[src/rtl/clock_divider_bank.sv]
// clock_divider_bank
//   Multi-channel programmable clock/tick generator. Each channel divides the
//   system clock into a 50%-duty clock whose half period is active_div+1 cycles
//   and emits a one-cycle tick in every cycle its divided clock toggles.
//   Divisors are written into a per-channel shadow register and reach the live
//   counter only at a terminal count or at start-up, so a divisor change never
//   produces a truncated phase.
//
// Ports
//   clk_i       system clock, all logic on posedge
//   rst_ni      asynchronous active-low reset
//   cfg_we_i    one-cycle divisor write strobe
//   cfg_addr_i  channel index for the write (indices >= NUM_CH are ignored)
//   cfg_div_i   divisor value to write
//   ch_en_i     per-channel run enable (level)
//   clkd_o      divided clock per channel
//   tick_o      one-cycle strobe, high in the cycle clkd_o toggles
//   running_o   high while a channel is in RUN or STOPPING
module clock_divider_bank #(
  parameter int               NUM_CH      = 4,
  parameter int               CNT_W       = 32,
  parameter logic [CNT_W-1:0] DEFAULT_DIV = CNT_W'(25000),
  localparam int              CH_W        = (NUM_CH > 1) ? $clog2(NUM_CH) : 1
) (
  input  logic              clk_i,
  input  logic              rst_ni,
  input  logic              cfg_we_i,
  input  logic [CH_W-1:0]   cfg_addr_i,
  input  logic [CNT_W-1:0]  cfg_div_i,
  input  logic [NUM_CH-1:0] ch_en_i,
  output logic [NUM_CH-1:0] clkd_o,
  output logic [NUM_CH-1:0] tick_o,
  output logic [NUM_CH-1:0] running_o
);

  typedef enum logic [1:0] {
    ST_IDLE = 2'b00,
    ST_RUN  = 2'b01,
    ST_STOP = 2'b10
  } state_t;

  state_t           state_q [NUM_CH];
  state_t           state_d [NUM_CH];
  logic [CNT_W-1:0] ctr_q   [NUM_CH];
  logic [CNT_W-1:0] ctr_d   [NUM_CH];
  logic [CNT_W-1:0] act_q   [NUM_CH];
  logic [CNT_W-1:0] act_d   [NUM_CH];
  logic [CNT_W-1:0] shd_q   [NUM_CH];
  logic [CNT_W-1:0] shd_d   [NUM_CH];
  logic [NUM_CH-1:0] clkd_q, clkd_d;
  logic [NUM_CH-1:0] tick_q, tick_d;
  logic [NUM_CH-1:0] run_q,  run_d;

  // Next-state logic for every channel: shadow write, counting, and run/stop FSM.
  always_comb begin
    logic tc;
    tc = 1'b0;
    for (int i = 0; i < NUM_CH; i++) begin
      state_d[i] = state_q[i];
      ctr_d[i]   = ctr_q[i];
      act_d[i]   = act_q[i];
      shd_d[i]   = shd_q[i];
      clkd_d[i]  = clkd_q[i];
      tick_d[i]  = 1'b0;

      // Out-of-range addresses never match any loop index, so they are dropped.
      if (cfg_we_i && (cfg_addr_i == CH_W'(i))) begin
        shd_d[i] = cfg_div_i;
      end else begin
        shd_d[i] = shd_q[i];
      end

      tc = (state_q[i] != ST_IDLE) && (ctr_q[i] == act_q[i]);

      case (state_q[i])
        ST_IDLE: begin
          ctr_d[i]  = '0;
          clkd_d[i] = 1'b0;
          if (ch_en_i[i]) begin
            state_d[i] = ST_RUN;
            act_d[i]   = shd_q[i];
          end else begin
            state_d[i] = ST_IDLE;
          end
        end

        ST_RUN, ST_STOP: begin
          if (!ch_en_i[i] && !clkd_q[i]) begin
            // Low phase: stopping now cannot shorten a high pulse.
            state_d[i] = ST_IDLE;
            ctr_d[i]   = '0;
          end else begin
            // TC loads the shadow as it stood before this edge, so a write in
            // the TC cycle only applies from the following TC.
            if (tc) begin
              ctr_d[i]  = '0;
              clkd_d[i] = ~clkd_q[i];
              tick_d[i] = 1'b1;
              act_d[i]  = shd_q[i];
            end else begin
              ctr_d[i]  = ctr_q[i] + CNT_W'(1);
            end

            if (ch_en_i[i]) begin
              state_d[i] = ST_RUN;
            end else if (tc) begin
              // High phase just completed with enable low: clkd falls, go idle.
              state_d[i] = ST_IDLE;
            end else begin
              state_d[i] = ST_STOP;
            end
          end
        end

        default: begin
          state_d[i] = ST_IDLE;
          ctr_d[i]   = '0;
          clkd_d[i]  = 1'b0;
        end
      endcase

      run_d[i] = (state_d[i] != ST_IDLE);
    end
  end

  // Channel state registers with asynchronous reset to the idle defaults.
  always_ff @(posedge clk_i or negedge rst_ni) begin
    if (!rst_ni) begin
      for (int i = 0; i < NUM_CH; i++) begin
        state_q[i] <= ST_IDLE;
        ctr_q[i]   <= '0;
        act_q[i]   <= DEFAULT_DIV;
        shd_q[i]   <= DEFAULT_DIV;
      end
      clkd_q <= '0;
      tick_q <= '0;
      run_q  <= '0;
    end else begin
      for (int i = 0; i < NUM_CH; i++) begin
        state_q[i] <= state_d[i];
        ctr_q[i]   <= ctr_d[i];
        act_q[i]   <= act_d[i];
        shd_q[i]   <= shd_d[i];
      end
      clkd_q <= clkd_d;
      tick_q <= tick_d;
      run_q  <= run_d;
    end
  end

  assign clkd_o    = clkd_q;
  assign tick_o    = tick_q;
  assign running_o = run_q;

endmodule
[config.mk]
export PLATFORM = sky130hd
export DESIGN_NAME = clock_divider_bank
export DESIGN_NICKNAME = d
export VERILOG_FILES = /design/src/rtl/clock_divider_bank.sv
export SDC_FILE = /design/constraint.sdc
export NUM_CORES = 1
export LEC_CHECK = 0
export ABC_AREA = 1
export BUFFER_PORTS_ARGS = -buffer_cell sky130_fd_sc_hd__buf_2
export CORE_ASPECT_RATIO = 1.5
export CORE_MARGIN = 2
export CORE_UTILIZATION = 29
export CTS_CLUSTER_SIZE = 16
export DETAILED_ROUTE_END_ITERATION = 10
export RECOVER_POWER = 25
export SLEW_MARGIN = 20
export SYNTH_ARGS = -nofsm -noshare
export SYNTH_HDL_FRONTEND = slang
export SYNTH_SLANG_ARGS = --single-unit
export TNS_END_PERCENT = 10
[constraint.sdc]
create_clock -name clk_i -period 1.8 [get_ports clk_i]
set_input_delay 0 -clock clk_i [delete_from_list [all_inputs] [get_ports clk_i]]
set_output_delay 0 -clock clk_i [all_outputs]
set_load 0.05 [all_outputs]
==> results of run 1 <==
## logic make-up after synthesis
| logic type | Yosys count |
|---|---|
| AO/OA/AOI/OAI | 176 |
| XOR/XNOR | 131 |
| adder cells (fa/ha/maj) | 12 |
| buffers and inverters | 376 |
| flip-flops | 404 |
| AND/OR/NAND/NOR | 1387 |
## synthesized netlist by cell type (14+ instances only)
cell type / instances / area (µm²)
inv_2: 17 / 63.81
dfstp_2: 48 / 1261
nand3_1: 52 / 260.3
o21ai_0: 157 / 785.8
nor3_1: 80 / 400.4
nand2_1: 762 / 2860
buf_2: 14 / 70.07
nor2_1: 260 / 975.9
xor2_1: 89 / 779.5
nand4_1: 164 / 1026
clkbuf_1: 50 / 187.7
inv_1: 264 / 991.0
nor4_1: 21 / 131.4
xnor2_1: 42 / 367.9
dfrtp_1: 356 / 8909
## routing by layer
| metal | share of wire (%) | vias up | track usage [%] | wire length, µm |
|---|---|---|---|---|
| met2 | 53 | 277 | 27.98 | 29170 |
| met5 | 0.023 | - | 0 | 13 |
| met1 | 40 | 7971 | 17.74 | 22100 |
| li1 | - | 8436 | - | - |
| met4 | 4.6 | 2 | 7.246 | 2566 |
| met3 | 2.9 | 114 | 1.821 | 1627 |
## worst reg2reg max path, stage by stage (launching register included)
cell	delay, ns
dfrtp_1	0.39
buf_6	0.13
inv_1	0.04
nor2_1	0.03
nor3_1	0.17
nand3_1	0.14
nor2_2	0.14
nand3_2	0.14
nand2_4	0.14
nand3_4	0.13
clkbuf_16	0.22
nand2_1	0.07
nand2_1	0.05
## state kept, by name, summed over array words and instances, names as in the netlist
| signal | flops |
|---|---|
| act_q | 128 |
| shd_q | 128 |
| clkd_o | 4 |
| tick_o | 4 |
| running_o | 4 |
| state_q | 8 |
| ctr_q | 128 |
## power by group through the flow
| stage | clock (mW) | combinational [mW] | sequential, mW |
|---|---|---|---|
| after global routing | 9.74 | 7.05 | 12.4 |
| final | 9.23 | 6.16 | 12.1 |
| after detailed placement | 0 | 5.56 | 12.2 |
| after CTS | 9.43 | 5.73 | 12.1 |
| after floorplan | 0 | 3.86 | 12.0 |
| after global placement | 0 | 5.44 | 12.2 |
## through the flow
step	cell area (µm²)	utilization, %	hold WS, ns	TNS [ns]
finish	25210	36.71	0.1058	-5.810
global route	25210	36.71	0.1636	-29.06
CTS	24650	35.90	0.06147	-1.454
detailed placement	22720	33.10	-0.1032	-12.29
global placement	22720	33.10	-0.09792	-9.976
floorplan	20030	-	-0.2956	0
## cell type report
class / instances / area, µm² / area share [%]
clock buffer: 47 / 1065 / 4.224
clock inverter: 23 / 352.8 / 1.400
inverter: 286 / 1074 / 4.259
multi-input combinational: 1706 / 8722 / 34.60
sequential: 404 / 10170 / 40.36
tap: 900 / 1126 / 4.468
timing repair buffer: 302 / 2694 / 10.69
## worst max-delay path by stage
stage	end	slack (ns)	cells past startpoint
6_report	act_q[58]$_DFFE_PN0P_	-0.11	12
5_1_grt	act_q[27]$_DFFE_PN0P_	-0.24	14
4_1_cts	act_q[56]$_DFFE_PN0P_	-0.06	12
3_5_place_dp	act_q[74]$_DFFE_PN0P_	-0.12	10
3_3_place_gp	act_q[66]$_DFFE_PN0P_	-0.12	14
2_1_floorplan	ctr_q[124]$_DFF_PN0_	0.07	9
## timing repair
action | 4_1_cts | 5_1_grt
setup endpoints to repair | 254 | 268
pin swaps | 15 | 24
setup buffers | 4 | 6
endpoints found under the hold margin | 524 | 0
gates resized for setup | 25 | 99
cloned | 0 | 10
hold buffers | 38 | 0
==> results.toml, run 1 <==
[setup_path]
worstSetupEndpointType = "flip-flop"
reg2reg_slack_ns = -0.11
cp.buffers_inverters = 3
path_delay_family = "simple AND/OR/NAND/NOR gates"
cp-startpoint = "ctr_q[32]$_DFF_PN0_"
path_max_fanout = 16
critPathKind = "reg -> reg"
r2r_start = "ctr_q[32]$_DFF_PN0_"
crit_path_start_kind = "flip-flop"
cp_slowest_cell = "dfrtp_1"
cp.required_ns = 2.26
reg2reg_depth = 12
cp_common_cell = "nand2_1"
critical_path_arrival_ns = 2.37
slowest_delay_ns = 0.39
crit_chain = "buf_6 > inv_1 > nor2_1 > nor3_1 > nand3_1 > nor2_2 > nand3_2 > nand2_4 > nand3_4 > clkbuf_16 > nand2_1 > nand2_1"
r2r-end = "act_q[58]$_DFFE_PN0P_"

[clocking]
cts_tree = "yes"
clockBufferDepth = 3
clock_sinks = 404
htree_num_levels = 2
clk_pin_slew_ns = 0.07
cts_root_buf = "clkbuf_16"
clk_latency_ns = 0.57
numCtsBuffers = 38

[route]
via_count = 16800
detail_route.wl_per_cell_um = 15.12
drt_wl_total_um = 55480
drc = 0
final_antenna_net_count = 0
vias_per_cell = 4.580
drtIter0Drc = 939
dr.pass1.iters = 5

[sta]
tightest_slew_ns = 0.9264
maxSlewHeadroom_pct = 38.24
fin_crit_sh_pct = 106.1
final_hold_viol_count = 0
skew_ns = 0.02357
setup_viol = 91
post-route-min-period_ns = 1.909
grt_setup_unrepaired = "true"
fin_ws_ns = -0.1092
drv_slew = 0
timing.fmax_ghz = 0.5238

[placement]
dp.cells = 3540
hpwl_um = 38800
port_buffers = 52
gp_congestion = 0.8868
dp_slack_ns = -0.1214

[power]
p_int_mw = 18.88
pwr-share-clk_pct = 33.5
switching_share_pct = 31.43
power_mw = 27.54
power_density_nw_per_um2 = 1093
seqPwrFrac_pct = 44.1
vdd_drop_max_uv = 611.1
p_sw_mw = 8.656
p_leak_nw = 11.60
pwr-share-comb_pct = 22.4

[synthesis]
ys_ff_latch = 404
netlist_area_um2 = 20030
synth_compound_area_share_pct = 4.429
synthArstFlopShare_pct = 100.0
synth_edf_count = 0
synth_top_family_by_area = "simple AND/OR/NAND/NOR gates"
muxShareOfSynthArea_pct = 0
yosysSeqAreaShare_pct = 50.77
synthXorXnorAreaFrac_pct = 5.728
synth_fa_ha_area_share_pct = 0.7496
ys.flop_type = "dfrtp_1"
synthDistinctLibCells = 35
avgSynthCellArea_um2 = 8.057
yosysWarnings = 0
synth_simple_gate_area_share_pct = 30.50
syn-num-nets = 2539
syn_inst = 2486

[global_routing]
grt_pass1_vias = 16670
grt_max_degree = 83
grt_pass1_wl_um = 87650
antenna_found_initial = 2
grt_overflow_total = 0
track_usage_pct = 15.38

[final_layout]
final_common_cell = "nand2_1"
final_nets = 2791
num_antenna_cells = 0
syn2layout_area_growth_pct = 25.84
layout.cells.non_filler = 3668
layout.cells.most_common_list = "715 x nand2_1, 354 x dfrtp_1, 260 x inv_1, 238 x nor2_1, 170 x buf_4"
n_fill_cell = 7057
drive_gt1_share_pct = 19.76

[job]
max_cap_viol_count = 0

[hold_path]
hp-start = "cfg_addr_i[1]"
min_delay_path_depth = 5
hold_end = "shd_q[13]$_DFFE_PN1P_"
hp-class = "in -> reg"

[run_status]
outcome = "finished, violations left"
violations = "negative setup slack"

[floorplanning]
dieWidth_um = 218.6
rows = 118
core-area_um2 = 68650
boundaryPins = 53
die-height_um = 325.9
start_util_pct = 29.17
dieArea_um2 = 71230
Note: power is estimated with default switching activity, not from simulation.
==> run 2: changes to the inputs <==
- CORE_UTILIZATION: 29 -> 45
==> results.toml, run 2 (synthesized netlist as in run 1, its figures left out) <==
[run_status]
outcome = "finished, violations left"
violations = "negative setup slack"

[global_routing]
grt_max_degree = 65
grt_pass1_wl_um = 86060
antenna_found_initial = 1
grt_pass1_vias = 16670
track_usage_pct = 23.22
grt_overflow_total = 0

[final_layout]
top_regs = "act_q (128), ctr_q (128), shd_q (128)"
post-route-util_pct = 55.30
layout.cells.non_filler = 3312
register_area_um2 = 10170
n_fill_cell = 4042
multi_input_area_um2 = 8612
drive_gt1_share_pct = 17.51
final_common_cell = "nand2_1"
layout.cells.most_common_list = "742 x nand2_1, 353 x dfrtp_1, 255 x inv_1, 238 x nor2_1, 164 x nand4_1"
syn2layout_area_growth_pct = 21.13
final_nets = 2755

[sta]
tightest_slew_ns = 1.149
skew_ns = 0.02061
grt_setup_unrepaired = "true"
timing.fmax_ghz = 0.5130
fin_ws_ns = -0.1494
drv_slew = 0
final_hold_viol_count = 0
post-route-min-period_ns = 1.949
setup_viol = 67
fin_crit_sh_pct = 108.3
maxSlewHeadroom_pct = 23.39

[setup_path]
cp_common_cell = "nand2_1"
crit_chain = "inv_1 > ha_4 > nor2_2 > nand2_1 > nor2_2 > nand2_1 > nor2_2 > nand3_2 > nand2_4 > nand3_4 > clkbuf_16 > nand2_1 > nand2_1"
cp.required_ns = 2.25
cp_slowest_cell = "dfrtp_1"
worstSetupEndpointType = "flip-flop"
crit_path_start_kind = "flip-flop"
critical_path_arrival_ns = 2.40
path_max_fanout = 16
slowest_delay_ns = 0.35
critPathKind = "reg -> reg"

[clocking]
htree_num_levels = 2
cts_tree = "yes"
clockBufferDepth = 3
clk_pin_slew_ns = 0.06
clk_latency_ns = 0.56
clock_sinks = 404
numCtsBuffers = 41
cts_root_buf = "clkbuf_16"

[placement]
dp.cells = 3190
port_buffers = 52
hpwl_um = 37550
gp_congestion = 0.8914

[power]
seqPwrFrac_pct = 45.2
vdd_drop_max_uv = 678.4
p_leak_nw = 11.31
power_mw = 26.93
p_int_mw = 18.47
pwr-share-comb_pct = 21.3
p_sw_mw = 8.457
pwr-share-clk_pct = 33.5
power_density_nw_per_um2 = 1110
switching_share_pct = 31.41

[floorplanning]
dieWidth_um = 176.3
core-area_um2 = 43870
start_util_pct = 45.66
boundaryPins = 53
die-height_um = 262.4
dieArea_um2 = 46250
rows = 94

[route]
drtIter0Drc = 1013
detail_route.wl_per_cell_um = 16.04
dr.pass1.iters = 5
via_count = 16710
drc = 0
drt_wl_total_um = 53130
vias_per_cell = 5.046
final_antenna_net_count = 0

[job]
max_cap_viol_count = 0

[hold_path]
hp-class = "in -> reg"
run 2: per-stage QoR:
| step | setup WS (ns) | area (µm²) | hold slack (ns) | TNS, ns |
|---|---|---|---|---|
| 3_5_place_dp | -0.2112 | 22120 | -0.03197 | -17.24 |
| 5_1_grt | -0.2502 | 24260 | 0.07409 | -22.16 |
| 2_1_floorplan | 0.07448 | 20030 | -0.2956 | 0 |
| 4_1_cts | -0.1791 | 24030 | 0.02118 | -7.757 |
| 3_3_place_gp | -0.1964 | 22120 | -0.03530 | -12.99 |
| 6_report | -0.1494 | 24260 | 0.02804 | -4.677 |
run 2: final cells by class:
| type | count | share of cell area, % |
|---|---|---|
| tap | 576 | 2.971 |
| sequential | 404 | 41.93 |
| antenna | 1 | 0.01031 |
| inverter | 286 | 4.425 |
| clock buffer | 55 | 4.868 |
| multi-input combinational | 1706 | 35.50 |
| clock inverter | 21 | 0.9644 |
| timing repair buffer | 263 | 9.330 |
run 2: layer usage:
metal	global-route usage [%]	vias to the layer above	wire (µm)
li1	-	8340	-
met1	28.98	7990	22490
met2	40.34	271	26700
met3	2.546	113	1566
met4	10.32	0	2375
met5	0	-	0
run 2: power groups by stage:
stage	logic [mW]	registers, mW	clock network, mW
2_1_floorplan	3.86	12.0	0
3_3_place_gp	5.30	12.2	0
3_5_place_dp	5.47	12.3	0
4_1_cts	5.65	12.1	9.22
5_1_grt	6.58	12.4	9.54
6_report	5.73	12.2	9.02
run 2: path summary, 6_finish.rpt:
kind	cells after the start	slack, ns	end	from
max	13	-0.15	act_q[60]$_DFFE_PN0P_	state_q[3]$_DFF_PN0_
max in group asynchronous	3	0.24	ctr_q[64]$_DFF_PN0_	rst_ni
min in group asynchronous	2	0.13	shd_q[69]$_DFFE_PN1P_	rst_ni
min reg2reg	2	0.47	act_q[35]$_DFFE_PN1P_	act_q[35]$_DFFE_PN1P_
max reg2reg	13	-0.15	act_q[60]$_DFFE_PN0P_	state_q[3]$_DFF_PN0_
min	4	0.03	shd_q[101]$_DFFE_PN1P_	cfg_we_i
run 2: timing repair:
action	4_1_cts	5_1_grt
cloned	1	3
gates resized for setup	15	76
hold endpoints to repair	516	0
hold buffers	39	0
pin swaps	15	13
endpoints found under the setup margin	227	265
buffers inserted	2	2
run 2: critical path: cells and delay by family (launching register included):
family        cells  cell delay [ns]
flops             1             0.35
buf+inv           2             0.28
simple gates     10             1.03
fa+ha+maj         1             0.17
==> run 3: changes to the inputs <==
- PLACE_DENSITY: not set -> 0.71
==> results.toml, run 3 (synthesized netlist as in run 1, its figures left out) <==
[run_status]
outcome = "finished, violations left"
violations = "negative setup slack"

[clocking]
clockBufferDepth = 3
clock_sinks = 404
cts_root_buf = "clkbuf_16"
clk_pin_slew_ns = 0.07
numCtsBuffers = 40
clk_latency_ns = 0.55
cts_tree = "yes"
htree_num_levels = 2

[floorplanning]
core-area_um2 = 43870
dieArea_um2 = 46250
boundaryPins = 53
rows = 94
start_util_pct = 45.66
die-height_um = 262.4
dieWidth_um = 176.3

[setup_path]
reg2reg_slack_ns = -0.12
crit_chain = "inv_1 > buf_4 > nor3_1 > nand2_1 > nor3_1 > nand4_1 > xor2_1 > nor2_1"
crit_path_start_kind = "flip-flop"
critical_path_arrival_ns = 2.41
cp.required_ns = 2.28
path_max_fanout = 3
critPathKind = "reg -> reg"
slowest_delay_ns = 0.39
cp.buffers_inverters = 2
cp_common_cell = "nor3_1"
worstSetupEndpointType = "flip-flop"
cp_slowest_cell = "dfrtp_1"
path_delay_family = "simple AND/OR/NAND/NOR gates"

[route]
final_antenna_net_count = 0
drt_wl_total_um = 53060
dr.pass1.iters = 6
drtIter0Drc = 1061
via_count = 16990
detail_route.wl_per_cell_um = 16.02
vias_per_cell = 5.127
drc = 0

[placement]
dp.cells = 3187
port_buffers = 52
hpwl_um = 36890
gp_congestion = 0.9190

[global_routing]
grt_pass1_vias = 16660
track_usage_pct = 22.69
grt_max_degree = 74
antenna_found_initial = 3
grt_pass1_wl_um = 84990
grt_overflow_total = 0

[power]
vdd_drop_max_uv = 755.7
power_density_nw_per_um2 = 1110
p_leak_nw = 11.36
power_mw = 27.03

[job]
max_cap_viol_count = 0

[sta]
fin_ws_ns = -0.1222
post-route-min-period_ns = 1.922
drv_slew = 0
fin_crit_sh_pct = 106.8
maxSlewHeadroom_pct = 10.85
setup_viol = 118
timing.fmax_ghz = 0.5202
tightest_slew_ns = 1.337
final_hold_viol_count = 0
grt_setup_unrepaired = "true"
skew_ns = 0.01192

[final_layout]
layout.cells.non_filler = 3313
final_nets = 2759
final_common_cell = "nand2_1"
layout.cells.most_common_list = "744 x nand2_1, 353 x dfrtp_1, 259 x inv_1, 238 x nor2_1, 164 x nand4_1"
syn2layout_area_growth_pct = 21.58
drive_gt1_share_pct = 17.73
n_fill_cell = 3824
post-route-util_pct = 55.51
top_regs = "act_q (128), ctr_q (128), shd_q (128)"

[hold_path]
hp-class = "in -> reg"
## run 3: final timing paths
path,endpoint,from,cells after the start
setup / recovery,ctr_q[91]$_DFF_PN0_,ctr_q[79]$_DFF_PN0_,8
hold / removal,shd_q[69]$_DFFE_PN1P_,cfg_addr_i[0],5
setup reg to reg,ctr_q[91]$_DFF_PN0_,ctr_q[79]$_DFF_PN0_,8
hold reg to reg,act_q[46]$_DFFE_PN1P_,act_q[46]$_DFFE_PN1P_,2
max in group asynchronous,shd_q[114]$_DFFE_PN0P_,rst_ni,3
min in group asynchronous,act_q[13]$_DFFE_PN1P_,rst_ni,2
## run 3: layout make-up
| cell class | count | area, µm² | area share (%) |
|---|---|---|---|
| multi-input cells | 1706 | 8671 | 35.61 |
| repair buffers | 268 | 2346 | 9.634 |
| flip-flops and latches | 404 | 10170 | 41.78 |
| inverters | 286 | 1076 | 4.419 |
| clock inverters | 19 | 230.2 | 0.9454 |
| clock buffers | 53 | 1131 | 4.645 |
| well taps | 576 | 720.7 | 2.960 |
| diodes | 1 | 2.502 | 0.01028 |
## run 3: worst reg2reg max path: cells and delay by family, from the launching register on
family | cells | cell delay [ns]
buffers and inverters | 2 | 0.22
xor gates and xnor gates | 1 | 0.23
and+or+nand+nor | 5 | 1.04
DFF | 1 | 0.39
## run 3: metal layers
metal | up-vias | global-route usage, % | routed length, µm
li1 | 8361 | - | -
met1 | 8116 | 26.99 | 20780
met2 | 348 | 39.68 | 27210
met3 | 157 | 2.590 | 1698
met4 | 4 | 12.58 | 3345
met5 | - | 0 | 26
## run 3: report_power, final
group          total, mW  internal, mW  switching (mW)
registers           12.2          10.9            1.29
logic               6.09          2.50            3.59
clock network       8.76          5.04            3.72
total               27.0          18.4            8.60
## run 3: stage by stage
step	setup TNS [ns]	setup WS (ns)	cell area [µm²]	hold WS (ns)
finish	-3.644	-0.1222	24350	0.1036
global route	-29.94	-0.2504	24350	0.1543
CTS	-2.803	-0.06800	23900	0.08469
detailed placement	-18.45	-0.2112	22070	-0.07956
global placement	-7.353	-0.1100	22070	-0.08163
floorplan	0	0.07448	20030	-0.2956
## run 3: timing repair
| action | CTS | global route |
|---|---|---|
| pin swaps | 12 | 11 |
| resized for setup | 23 | 75 |
| endpoints found under the setup margin | 212 | 265 |
| setup buffers | 0 | 9 |
| hold endpoints to repair | 508 | 0 |
| hold buffers | 38 | 0 |
| cloned | 0 | 6 |
